<file path="config.mk">
export PLATFORM = sky130hd
export DESIGN_NAME = hazard_stall_unit_flat
export DESIGN_NICKNAME = d
export VERILOG_FILES = /design/src/rtl/hazard_stall_unit_pkg.sv /design/src/rtl/hazard_stall_unit_if.sv /design/src/rtl/hazard_stall_unit_sat_counter.sv /design/src/rtl/hazard_stall_unit.sv /design/src/flat_wrapper.sv
export SDC_FILE = /design/constraint.sdc
export NUM_CORES = 1
export LEC_CHECK = 0
export ABC_AREA = 0
export CAP_MARGIN = 10
export CORE_ASPECT_RATIO = 1.4
export CORE_MARGIN = 2
export CORE_UTILIZATION = 45
export CTS_BUF_LIST = sky130_fd_sc_hd__clkbuf_8
export CTS_CLUSTER_SIZE = 12
export DETAILED_ROUTE_END_ITERATION = 16
export GPL_TIMING_DRIVEN = 0
export PLACE_DENSITY = 0.73
export SETUP_SLACK_MARGIN = 0.15
export SYNTH_ARGS = -nofsm -noshare
export SYNTH_HDL_FRONTEND = slang
export SYNTH_SLANG_ARGS = --single-unit
</file>
<file path="constraint.sdc">
create_clock -name clk -period 2.3 [get_ports clk]
set_input_delay 0.23 -clock clk [delete_from_list [all_inputs] [get_ports clk]]
set_output_delay 0.23 -clock clk [all_outputs]
set_load 0.02 [all_outputs]
</file>
<file path="src/rtl/hazard_stall_unit_pkg.sv">
// Shared pipeline definitions for the stall/flush controller.
package hazard_stall_unit_pkg;

    typedef enum logic [0:0] {
        IDLE     = 1'b0,
        MEM_WAIT = 1'b1
    } state_t;

    localparam logic [4:0] REG_ZERO    = 5'd0;
    localparam int         DEF_CNT_W   = 32;
    localparam int         DEF_TIMEOUT = 255;

endpackage

</file>
<file path="src/rtl/hazard_stall_unit_if.sv">
// Hazard inputs from the pipeline and stall/flush/status outputs back to it.
interface hazard_stall_unit_if #(
    parameter int CNT_W = hazard_stall_unit_pkg::DEF_CNT_W
) ();
    logic [4:0]       Rs1D;
    logic [4:0]       Rs2D;
    logic             UsesRs1D;
    logic             UsesRs2D;
    logic [4:0]       RdE;
    logic             MemReadE;
    logic             BranchTakenE;
    logic             DmemReqM;
    logic             DmemReadyM;
    logic             StallF;
    logic             StallD;
    logic             StallE;
    logic             StallM;
    logic             FlushD;
    logic             FlushE;
    logic             FlushW;
    logic             MemTimeout;
    logic [CNT_W-1:0] LoadUseCount;
    logic [CNT_W-1:0] FlushCount;
    logic [CNT_W-1:0] MemStallCount;

    modport master (
        output Rs1D, Rs2D, UsesRs1D, UsesRs2D, RdE, MemReadE, BranchTakenE,
               DmemReqM, DmemReadyM,
        input  StallF, StallD, StallE, StallM, FlushD, FlushE, FlushW,
               MemTimeout, LoadUseCount, FlushCount, MemStallCount
    );

    modport slave (
        input  Rs1D, Rs2D, UsesRs1D, UsesRs2D, RdE, MemReadE, BranchTakenE,
               DmemReqM, DmemReadyM,
        output StallF, StallD, StallE, StallM, FlushD, FlushE, FlushW,
               MemTimeout, LoadUseCount, FlushCount, MemStallCount
    );

endinterface

</file>
<file path="src/rtl/hazard_stall_unit_sat_counter.sv">
// Up-counter that holds at all-ones instead of wrapping.
module sat_counter #(
    parameter int W = 8
) (
    input  logic         clk,
    input  logic         reset,
    input  logic         inc,
    output logic [W-1:0] q
);

    logic [W-1:0] r_q;

    always_ff @(posedge clk) begin
        if (reset) begin
            r_q <= '0;
        end else if (inc && (r_q != '1)) begin
            r_q <= r_q + 1'b1;
        end
    end

    assign q = r_q;

endmodule

</file>
<file path="src/rtl/hazard_stall_unit.sv">
// Stall/flush controller for load-use, taken-branch and data-memory-wait hazards,
// with saturating event counters and a sticky memory-timeout flag.
module hazard_stall_unit
    import hazard_stall_unit_pkg::*;
#(
    parameter int CNT_W   = DEF_CNT_W,
    parameter int TIMEOUT = DEF_TIMEOUT
) (
    input  logic                clk,
    input  logic                reset,
    hazard_stall_unit_if.slave  hz
);

    localparam int                WAIT_W     = $clog2(TIMEOUT + 1);
    localparam logic [WAIT_W-1:0] TIMEOUT_Q  = WAIT_W'(TIMEOUT);
    localparam logic [WAIT_W-1:0] TIMEOUT_M1 = WAIT_W'(TIMEOUT - 1);

    state_t            r_state;
    state_t            w_state_next;
    logic              r_timeout;
    logic              w_load_use;
    logic              w_mem_wait;
    logic              w_stall_f, w_stall_d, w_stall_e, w_stall_m;
    logic              w_flush_d, w_flush_e, w_flush_w;
    logic              w_inc_lu, w_inc_fl, w_inc_ms;
    logic              w_wait_clr;
    logic              w_wait_inc;
    logic [WAIT_W-1:0] w_wait_cnt;

    // Hazard detection and priority: reset > memory wait > branch > load-use.
    always_comb begin
        w_load_use = hz.MemReadE && (hz.RdE != REG_ZERO) &&
                     ((hz.UsesRs1D && (hz.RdE == hz.Rs1D)) ||
                      (hz.UsesRs2D && (hz.RdE == hz.Rs2D)));
        w_mem_wait = hz.DmemReqM && !hz.DmemReadyM;
        w_stall_f  = 1'b0;
        w_stall_d  = 1'b0;
        w_stall_e  = 1'b0;
        w_stall_m  = 1'b0;
        w_flush_d  = 1'b0;
        w_flush_e  = 1'b0;
        w_flush_w  = 1'b0;
        w_inc_lu   = 1'b0;
        w_inc_fl   = 1'b0;
        w_inc_ms   = 1'b0;
        if (reset) begin
            w_flush_d = 1'b1;
            w_flush_e = 1'b1;
            w_flush_w = 1'b1;
        end else if (w_mem_wait) begin
            w_stall_f = 1'b1;
            w_stall_d = 1'b1;
            w_stall_e = 1'b1;
            w_stall_m = 1'b1;
            w_flush_w = 1'b1;
            w_inc_ms  = 1'b1;
        end else if (hz.BranchTakenE) begin
            w_flush_d = 1'b1;
            w_flush_e = 1'b1;
            w_inc_fl  = 1'b1;
        end else if (w_load_use) begin
            w_stall_f = 1'b1;
            w_stall_d = 1'b1;
            w_flush_e = 1'b1;
            w_inc_lu  = 1'b1;
        end
    end

    assign hz.StallF = w_stall_f;
    assign hz.StallD = w_stall_d;
    assign hz.StallE = w_stall_e;
    assign hz.StallM = w_stall_m;
    assign hz.FlushD = w_flush_d;
    assign hz.FlushE = w_flush_e;
    assign hz.FlushW = w_flush_w;

    always_ff @(posedge clk) begin
        if (reset) begin
            r_state <= IDLE;
        end else begin
            r_state <= w_state_next;
        end
    end

    // A dropped request while waiting is treated like ready.
    always_comb begin
        w_state_next = r_state;
        case (r_state)
            IDLE:     if (w_mem_wait) w_state_next = MEM_WAIT;
            MEM_WAIT: if (hz.DmemReadyM || !hz.DmemReqM) w_state_next = IDLE;
            default:  w_state_next = IDLE;
        endcase
    end

    // Wait counter is zero outside a wait, so its first increment is the "load 1".
    assign w_wait_clr = reset || !w_mem_wait;
    assign w_wait_inc = w_mem_wait && (w_wait_cnt != TIMEOUT_Q);

    sat_counter #(.W(WAIT_W)) u_wait_cnt (
        .clk   (clk),
        .reset (w_wait_clr),
        .inc   (w_wait_inc),
        .q     (w_wait_cnt)
    );

    // Sets on the edge that completes the TIMEOUT-th consecutive wait cycle.
    always_ff @(posedge clk) begin
        if (reset) begin
            r_timeout <= 1'b0;
        end else if (w_mem_wait && (w_wait_cnt >= TIMEOUT_M1)) begin
            r_timeout <= 1'b1;
        end
    end

    assign hz.MemTimeout = r_timeout;

    sat_counter #(.W(CNT_W)) u_lu_cnt (
        .clk   (clk),
        .reset (reset),
        .inc   (w_inc_lu),
        .q     (hz.LoadUseCount)
    );

    sat_counter #(.W(CNT_W)) u_fl_cnt (
        .clk   (clk),
        .reset (reset),
        .inc   (w_inc_fl),
        .q     (hz.FlushCount)
    );

    sat_counter #(.W(CNT_W)) u_ms_cnt (
        .clk   (clk),
        .reset (reset),
        .inc   (w_inc_ms),
        .q     (hz.MemStallCount)
    );

endmodule

</file>
<file path="src/flat_wrapper.sv">
// flat-port wrapper written by rule: the top's interface ports become plain ports
module hazard_stall_unit_flat import hazard_stall_unit_pkg::*;
#(
    parameter int CNT_W   = DEF_CNT_W,
    parameter int TIMEOUT = DEF_TIMEOUT
)
  (clk, reset, hz_Rs1D, hz_Rs2D, hz_UsesRs1D, hz_UsesRs2D, hz_RdE, hz_MemReadE, hz_BranchTakenE, hz_DmemReqM, hz_DmemReadyM, hz_StallF, hz_StallD, hz_StallE, hz_StallM, hz_FlushD, hz_FlushE, hz_FlushW, hz_MemTimeout, hz_LoadUseCount, hz_FlushCount, hz_MemStallCount);
  hazard_stall_unit_if #(.CNT_W(CNT_W)) hz_i ();
  input  logic clk;
  input  logic reset;
  input wire logic [$bits(hz_i.Rs1D)-1:0] hz_Rs1D;
  input wire logic [$bits(hz_i.Rs2D)-1:0] hz_Rs2D;
  input wire logic [$bits(hz_i.UsesRs1D)-1:0] hz_UsesRs1D;
  input wire logic [$bits(hz_i.UsesRs2D)-1:0] hz_UsesRs2D;
  input wire logic [$bits(hz_i.RdE)-1:0] hz_RdE;
  input wire logic [$bits(hz_i.MemReadE)-1:0] hz_MemReadE;
  input wire logic [$bits(hz_i.BranchTakenE)-1:0] hz_BranchTakenE;
  input wire logic [$bits(hz_i.DmemReqM)-1:0] hz_DmemReqM;
  input wire logic [$bits(hz_i.DmemReadyM)-1:0] hz_DmemReadyM;
  output wire logic [$bits(hz_i.StallF)-1:0] hz_StallF;
  output wire logic [$bits(hz_i.StallD)-1:0] hz_StallD;
  output wire logic [$bits(hz_i.StallE)-1:0] hz_StallE;
  output wire logic [$bits(hz_i.StallM)-1:0] hz_StallM;
  output wire logic [$bits(hz_i.FlushD)-1:0] hz_FlushD;
  output wire logic [$bits(hz_i.FlushE)-1:0] hz_FlushE;
  output wire logic [$bits(hz_i.FlushW)-1:0] hz_FlushW;
  output wire logic [$bits(hz_i.MemTimeout)-1:0] hz_MemTimeout;
  output wire logic [$bits(hz_i.LoadUseCount)-1:0] hz_LoadUseCount;
  output wire logic [$bits(hz_i.FlushCount)-1:0] hz_FlushCount;
  output wire logic [$bits(hz_i.MemStallCount)-1:0] hz_MemStallCount;
  assign hz_i.Rs1D = hz_Rs1D;
  assign hz_i.Rs2D = hz_Rs2D;
  assign hz_i.UsesRs1D = hz_UsesRs1D;
  assign hz_i.UsesRs2D = hz_UsesRs2D;
  assign hz_i.RdE = hz_RdE;
  assign hz_i.MemReadE = hz_MemReadE;
  assign hz_i.BranchTakenE = hz_BranchTakenE;
  assign hz_i.DmemReqM = hz_DmemReqM;
  assign hz_i.DmemReadyM = hz_DmemReadyM;
  assign hz_StallF = hz_i.StallF;
  assign hz_StallD = hz_i.StallD;
  assign hz_StallE = hz_i.StallE;
  assign hz_StallM = hz_i.StallM;
  assign hz_FlushD = hz_i.FlushD;
  assign hz_FlushE = hz_i.FlushE;
  assign hz_FlushW = hz_i.FlushW;
  assign hz_MemTimeout = hz_i.MemTimeout;
  assign hz_LoadUseCount = hz_i.LoadUseCount;
  assign hz_FlushCount = hz_i.FlushCount;
  assign hz_MemStallCount = hz_i.MemStallCount;
  hazard_stall_unit #(.CNT_W(CNT_W), .TIMEOUT(TIMEOUT)) u_core (.clk(clk), .reset(reset), .hz(hz_i));
endmodule
</file>
==> results.toml, run 1 <==
[worst_setup_path]
required_ns = 2.07
worstRegToRegCells = 7
r2r-start = "u_core.u_fl_cnt.q[0]"
start_kind = "primary input"
max_stage_delay_ns = 0.57
arrival_ns = 1.97
cpMostUsedCell = "buf_4"
cp_max_fo = 3
critPathSlowestCell = "or4_4"
crit_type = "primary input to output port"
cp-end-kind = "output port"
crit_chain = "dlygate4sd2_1 -> or4_4 -> o21ai_4 -> nand2b_1 -> o21ai_0 -> and2_1 -> buf_4 -> buf_4"
r2r_setup_slack_ns = 0.26
r2r-end = "u_core.u_fl_cnt.q[28]"

[power_and_ir_drop]
vdd_drop_max_mv = 0.318
combPwrFrac_pct = 6.1
leakagePower_nw = 2.39
power_mw = 3.19
switchingPower_mw = 0.737
clock_power_share_pct = 36.6
powerDensity_nw_per_um2 = 441
seqPwrFrac_pct = 57.2
p_int_mw = 2.46
switching_share_pct = 23.1

[clock_network]
cts_root_buf = "clkbuf_8"
cts-htree-levels = 3
clk_pin_slew_ns = 0.09
clk_latency_ns = 0.37
cts_sinks = 105
cts_hold_buffers = 0
cts_buffer_depth = 2
cts_inserted_buffers = 9
cts_tree = "yes"

[placed_design]
placedCellCount = 915
dpl.hpwl_mm = 11.0
gp_congestion = 0.892
placed_cell_area_um2 = 6830
io_buffer_count = 126

[timing]
skew_ns = 0.00770
fin_crit_sh_pct = 95.5
worstMarginPinSlew_ns = 0.550
slew_headroom_pct = 63.3
final_hold_viol_count = 0
whs_ns = 0.493
post-route-min-period_ns = 2.20
finalSetupViolations = 0
tns_ns = 0
finalMaxSlewViolations = 0
grt_setup_unrepaired = "yes"
fmax_mhz = 455

[yosys]
synth_top_area_cell = "dfxtp_1"
ys_seq_area_share_pct = 39.0
ys_top_cells_by_area = "dfxtp_1 (39%), xnor2_1 (5.9%), nor2_1 (5.6%), xor2_1 (4.7%), nand3_1 (4.1%)"
synth.net_count = 670
synth_flop_cell = "dfxtp_1"
ys_warn_count = 0
syn_avg_cell_area_um2 = 8.39
synthDistinctLibCells = 61
synth-edff-count = 0
netlist_area_um2 = 5390
async_flop_share_pct = 0
synth.top_cell.area_share_pct = 39.0
synthCells = 642
synth-seq-cells = 105

[hold_path]
min_to = "u_core.hz.MemTimeout"
worstHoldPathType = "flop to flop"
min_from = "u_core.hz.MemTimeout"
hold_path_depth = 2

[final_layout]
layoutNonFillerInstCount = 941
num_antenna_cells = 0
design_area_um2 = 7240
area_delta_synth_final_pct = 34.4
drive_gt1_share_pct = 11.2
layout_common_cells = "clkdlybuf4s50_1 (115), dfxtp_1 (92), nor2_1 (81), nand2_1 (57), nand3_1 (41)"
layout.cells.most_common = "clkdlybuf4s50_1"
fillers = 1066
layout.nets = 818

[floorplan]
die-area_um2 = 12900
ioPinCount = 127
rows = 47
die_w_um = 96.5
die_h_um = 133
core_um2 = 11800
initial_core_util_pct = 45.8

[grt]
grt.overflow.total = 0
antenna_found_initial = 0
grt_start_max_net_pins = 16
gr-usage-all-layers_pct = 23.1
grt_pass1_wl_mm = 23.8
first_global_vias = 5003

[route]
dr.pass1.iters = 5
routed_wirelength_mm = 14.7
drt_iter0_drc = 263
detail-route-antenna-nets = 0
wl_per_cell_um = 15.6
vias_per_cell = 5.72
drc_errors = 0
vias = 5379

[outcome]
outcome = "finished, final reports clean"

[run]
drv_cap = 0
## worst max-delay path, delay by kind of cell
family          cells  cell delay (ns)
simple gates        3             0.90
buf+inv             3             0.56
compound gates      2             0.27
## kinds of logic after synthesis
family,after synthesis,synth area share [%]
AO/OA/AOI/OAI,91,10.9
multiplexers,5,0.953
XOR/XNOR,65,10.6
adder cells (fa/ha/maj),5,1.16
AND/OR/NAND/NOR,336,34.7
buffers and inverters,35,2.74
flip-flops,105,39.0
## sequential cells by signal, indices dropped and copies added (netlist names)
signal	flops
u_core.u_fl_cnt.q	32
u_core.u_wait_cnt.q	8
u_core.hz.MemTimeout	1
u_core.u_lu_cnt.q	32
u_core.u_ms_cnt.q	32
## routing by layer
metal | GRT usage, % | share of wire [%] | wire length (um) | vias up
li1 | - | - | - | 2632
met1 | 27.5 | 39 | 5800 | 2551
met2 | 41.7 | 54 | 7960 | 174
met3 | 4.30 | 5.1 | 743 | 22
met4 | 5.71 | 1.4 | 207 | 0
met5 | 0 | 0 | 0 | -
## repair_timing
action	CTS	global route
setup endpoints to repair	52	61
setup buffers	5	6
resized for setup	26	39
pin swaps	3	11
## final cells by class
class | instances | area, um2 | share of cell area [%]
plain buffers | 23 | 115 | 1.59
clock buffers | 11 | 151 | 2.09
clock inverters | 4 | 43.8 | 0.605
inverters | 12 | 46.3 | 0.639
multi-input cells | 502 | 3250 | 44.9
flip-flops and latches | 105 | 2120 | 29.3
well taps | 147 | 184 | 2.54
repair buffers | 137 | 1330 | 18.3
## cells in the mapped netlist, drive strengths merged (2+ instances only)
cell type / count
a2111oi: 2
a211oi: 5
a21oi: 35
a31oi: 2
and2: 7
and3: 14
and4: 12
buf: 9
clkbuf: 14
dfxtp: 105
ha: 5
inv: 11
mux2i: 4
nand2: 57
nand2b: 2
nand3: 47
nand4: 35
nand4b: 2
nor2: 82
nor2b: 2
nor3: 19
nor3b: 2
nor4: 10
nor4b: 5
o21ai: 24
o311ai: 2
o31ai: 11
o41ai: 2
or3: 22
or4: 14
xnor2: 36
xor2: 29
## power groups by stage
stage | Sequential (mW) | Combinational [mW] | Clock, mW
3_5_place_dp | 1.87 | 0.194 | 0
5_1_grt | 1.83 | 0.212 | 1.26
2_1_floorplan | 1.87 | 0.0898 | 0
6_report | 1.83 | 0.196 | 1.17
4_1_cts | 1.83 | 0.196 | 1.19
3_3_place_gp | 1.87 | 0.191 | 0
## worst max path at each step
stage / endpoint / start / depth (start not counted)
5_1_grt: hz_StallF / hz_Rs1D[1] / 9
2_1_floorplan: u_core.u_ms_cnt.q[10] / u_core.u_ms_cnt.q[0] / 8
6_report: hz_StallF / hz_RdE[0] / 8
4_1_cts: hz_StallF / hz_RdE[0] / 8
3_3_place_gp: hz_StallF / hz_RdE[3] / 8
3_5_place_dp: hz_StallF / hz_RdE[3] / 8
## per-stage QoR
stage	util (%)	worst slack, ns
global placement	58.1	-0.671
finish	61.6	0.104
floorplan	-	0.247
CTS	60.4	0.0235
detailed placement	58.1	-0.666
global route	61.6	0.0522
No activity file was read; power rests on OpenSTA's default activity.
==> run 2: changes to the inputs <==
--- a/config.mk
+++ b/config.mk
@@ -7,7 +7,6 @@
 export LEC_CHECK = 0
 export ABC_AREA = 0
 export CAP_MARGIN = 10
-export CORE_ASPECT_RATIO = 1.4
 export CORE_MARGIN = 2
 export CORE_UTILIZATION = 45
 export CTS_BUF_LIST = sky130_fd_sc_hd__clkbuf_8
==> run 2 against run 1 <==
Cell area grew 0.28%. Setup slack gained 0.11 ns. Combinational power about the same. Register-to-register slack lost 0.03 ns. Power up 1.2%. Non-clock buffer count stayed put. Clock skew up 0.0025 ns. Cell count down 0.32%. Highest routed layer unchanged.
==> results.toml, run 2 (synthesis results as in run 1) <==
[clock_network]
cts-htree-levels = 3
clk_latency_ns = 0.38
cts_tree = "yes"
cts_sinks = 105
cts_inserted_buffers = 9
cts_hold_buffers = 0
cts_buffer_depth = 2
clk_pin_slew_ns = 0.11
cts_root_buf = "clkbuf_8"

[timing]
timing.final.ws_setup_ns = 0.216
slew_headroom_pct = 61.0
worstMarginPinSlew_ns = 0.584
tns_ns = 0
skew_ns = 0.0102
final_hold_viol_count = 0
grt_setup_unrepaired = "yes"
post-route-min-period_ns = 2.08
fmax_mhz = 480
finalMaxSlewViolations = 0
fin_crit_sh_pct = 90.6
finalSetupViolations = 0

[floorplan]
ioPinCount = 127
die_w_um = 113
die_h_um = 113
core_um2 = 11600
rows = 39
die-area_um2 = 12900
initial_core_util_pct = 46.6

[final_layout]
num_antenna_cells = 0
drive_gt1_share_pct = 11.7
design_area_um2 = 7260
area_delta_synth_final_pct = 34.8
layout.nets = 818
layout_common_cells = "clkdlybuf4s50_1 (114), dfxtp_1 (95), nor2_1 (80), nand2_1 (57), nand3_1 (40)"
layoutNonFillerInstCount = 938
layout.cells.most_common = "clkdlybuf4s50_1"

[grt]
grt.overflow.total = 0
gr-usage-all-layers_pct = 22.5
grt_pass1_wl_mm = 23.9
first_global_vias = 4951
antenna_found_initial = 0
grt_start_max_net_pins = 18

[placed_design]
placed_cell_area_um2 = 6830
placedCellCount = 911
gp_congestion = 0.904
pre_cts_ws_ns = -0.643
io_buffer_count = 126
dpl.hpwl_mm = 10.6

[hold_path]
worstHoldPathType = "flop to flop"

[worst_setup_path]
required_ns = 2.07
cp_num_buf_inv = 3
crit_family = "simple AND/OR/NAND/NOR gates"
crit_chain = "dlygate4sd2_1 -> or4_4 -> o21ai_4 -> nand2b_4 -> o21ai_2 -> and2_4 -> buf_4 -> clkbuf_4"
arrival_ns = 1.85
cp-end-kind = "output port"
cp_max_fo = 3
crit_type = "primary input to output port"
max_stage_delay_ns = 0.56
critPathSlowestCell = "or4_4"
start_kind = "primary input"

[outcome]
outcome = "finished, final reports clean"

[route]
vias = 5317
detail-route-antenna-nets = 0
drt_iter0_drc = 339
vias_per_cell = 5.67
dr.pass1.iters = 5
wl_per_cell_um = 15.7
drc_errors = 0
routed_wirelength_mm = 14.7

[power_and_ir_drop]
leakagePower_nw = 2.40
powerDensity_nw_per_um2 = 445
vdd_drop_max_mv = 0.259

[run]
drv_cap = 0
run 2: cell count changes in the layout (fill, tap and decap cells not counted), sizes merged:
cell           delta
buf               -2
clkinvlp          +3
clkdlybuf4s50     -1
clkinv            -1
dlygate4sd2       +2
run 2: routing by layer:
metal | part of all wire, % | global-route usage, %
met5 | 0 | 0
met4 | 1.3 | 7.07
met3 | 4.9 | 4.30
met2 | 48 | 38.0
met1 | 45 | 29.3
run 2: repair_timing:
action	CTS	global route
setup endpoints to repair	56	61
pin swaps	4	12
gates resized for setup	28	33
buffers inserted	6	5
hold endpoints to repair	0	0
run 2: tightest hold or removal path: cells and delay by family, from the launching register on:
family | cells | cell delay [ns]
flops | 1 | 0.37
simple gates | 1 | 0.06
mux | 1 | 0.05
run 2: metrics by stage:
| stage | power (mW) | hold slack, ns | util (%) |
|---|---|---|---|
| final | 3.23 | 0.513 | 62.8 |
| after floorplan | 1.96 | 0.472 | - |
| after global placement | 2.06 | 0.482 | 59.0 |
| after detailed placement | 2.06 | 0.501 | 59.0 |
| after CTS | 3.26 | 0.517 | 61.7 |
| after global routing | 3.35 | 0.536 | 62.8 |
run 2: final cells by class:
type                            count  area [um2]
Fill cell                        1008        4310
Multi-Input combinational cell    502        3270
Sequential cell                   105        2110
Timing Repair Buffer              137        1340
Tap cell                          143         179
Clock buffer                       10         138
Buffer                             23         109
Clock inverter                      6        66.3
Inverter                           12        46.3
run 2: path summary, 6_finish.rpt:
kind         slack (ns)                    end                  start  depth (start not counted)
max                0.22              hz_StallF              hz_RdE[0]                          8
min reg2reg        0.51   u_core.u_lu_cnt.q[2]   u_core.u_lu_cnt.q[2]                          2
min                0.51   u_core.u_lu_cnt.q[2]   u_core.u_lu_cnt.q[2]                          2
max reg2reg        0.23  u_core.u_fl_cnt.q[20]  u_core.u_fl_cnt.q[18]                          7
run 2: where the power goes:
part	switching, mW	internal [mW]	total [mW]	leakage (nW)
Clock	0.672	0.535	1.21	0.0949
Sequential	0.00636	1.82	1.83	0.851
Combinational	0.112	0.0857	0.198	1.45
Total	0.791	2.44	3.23	2.40
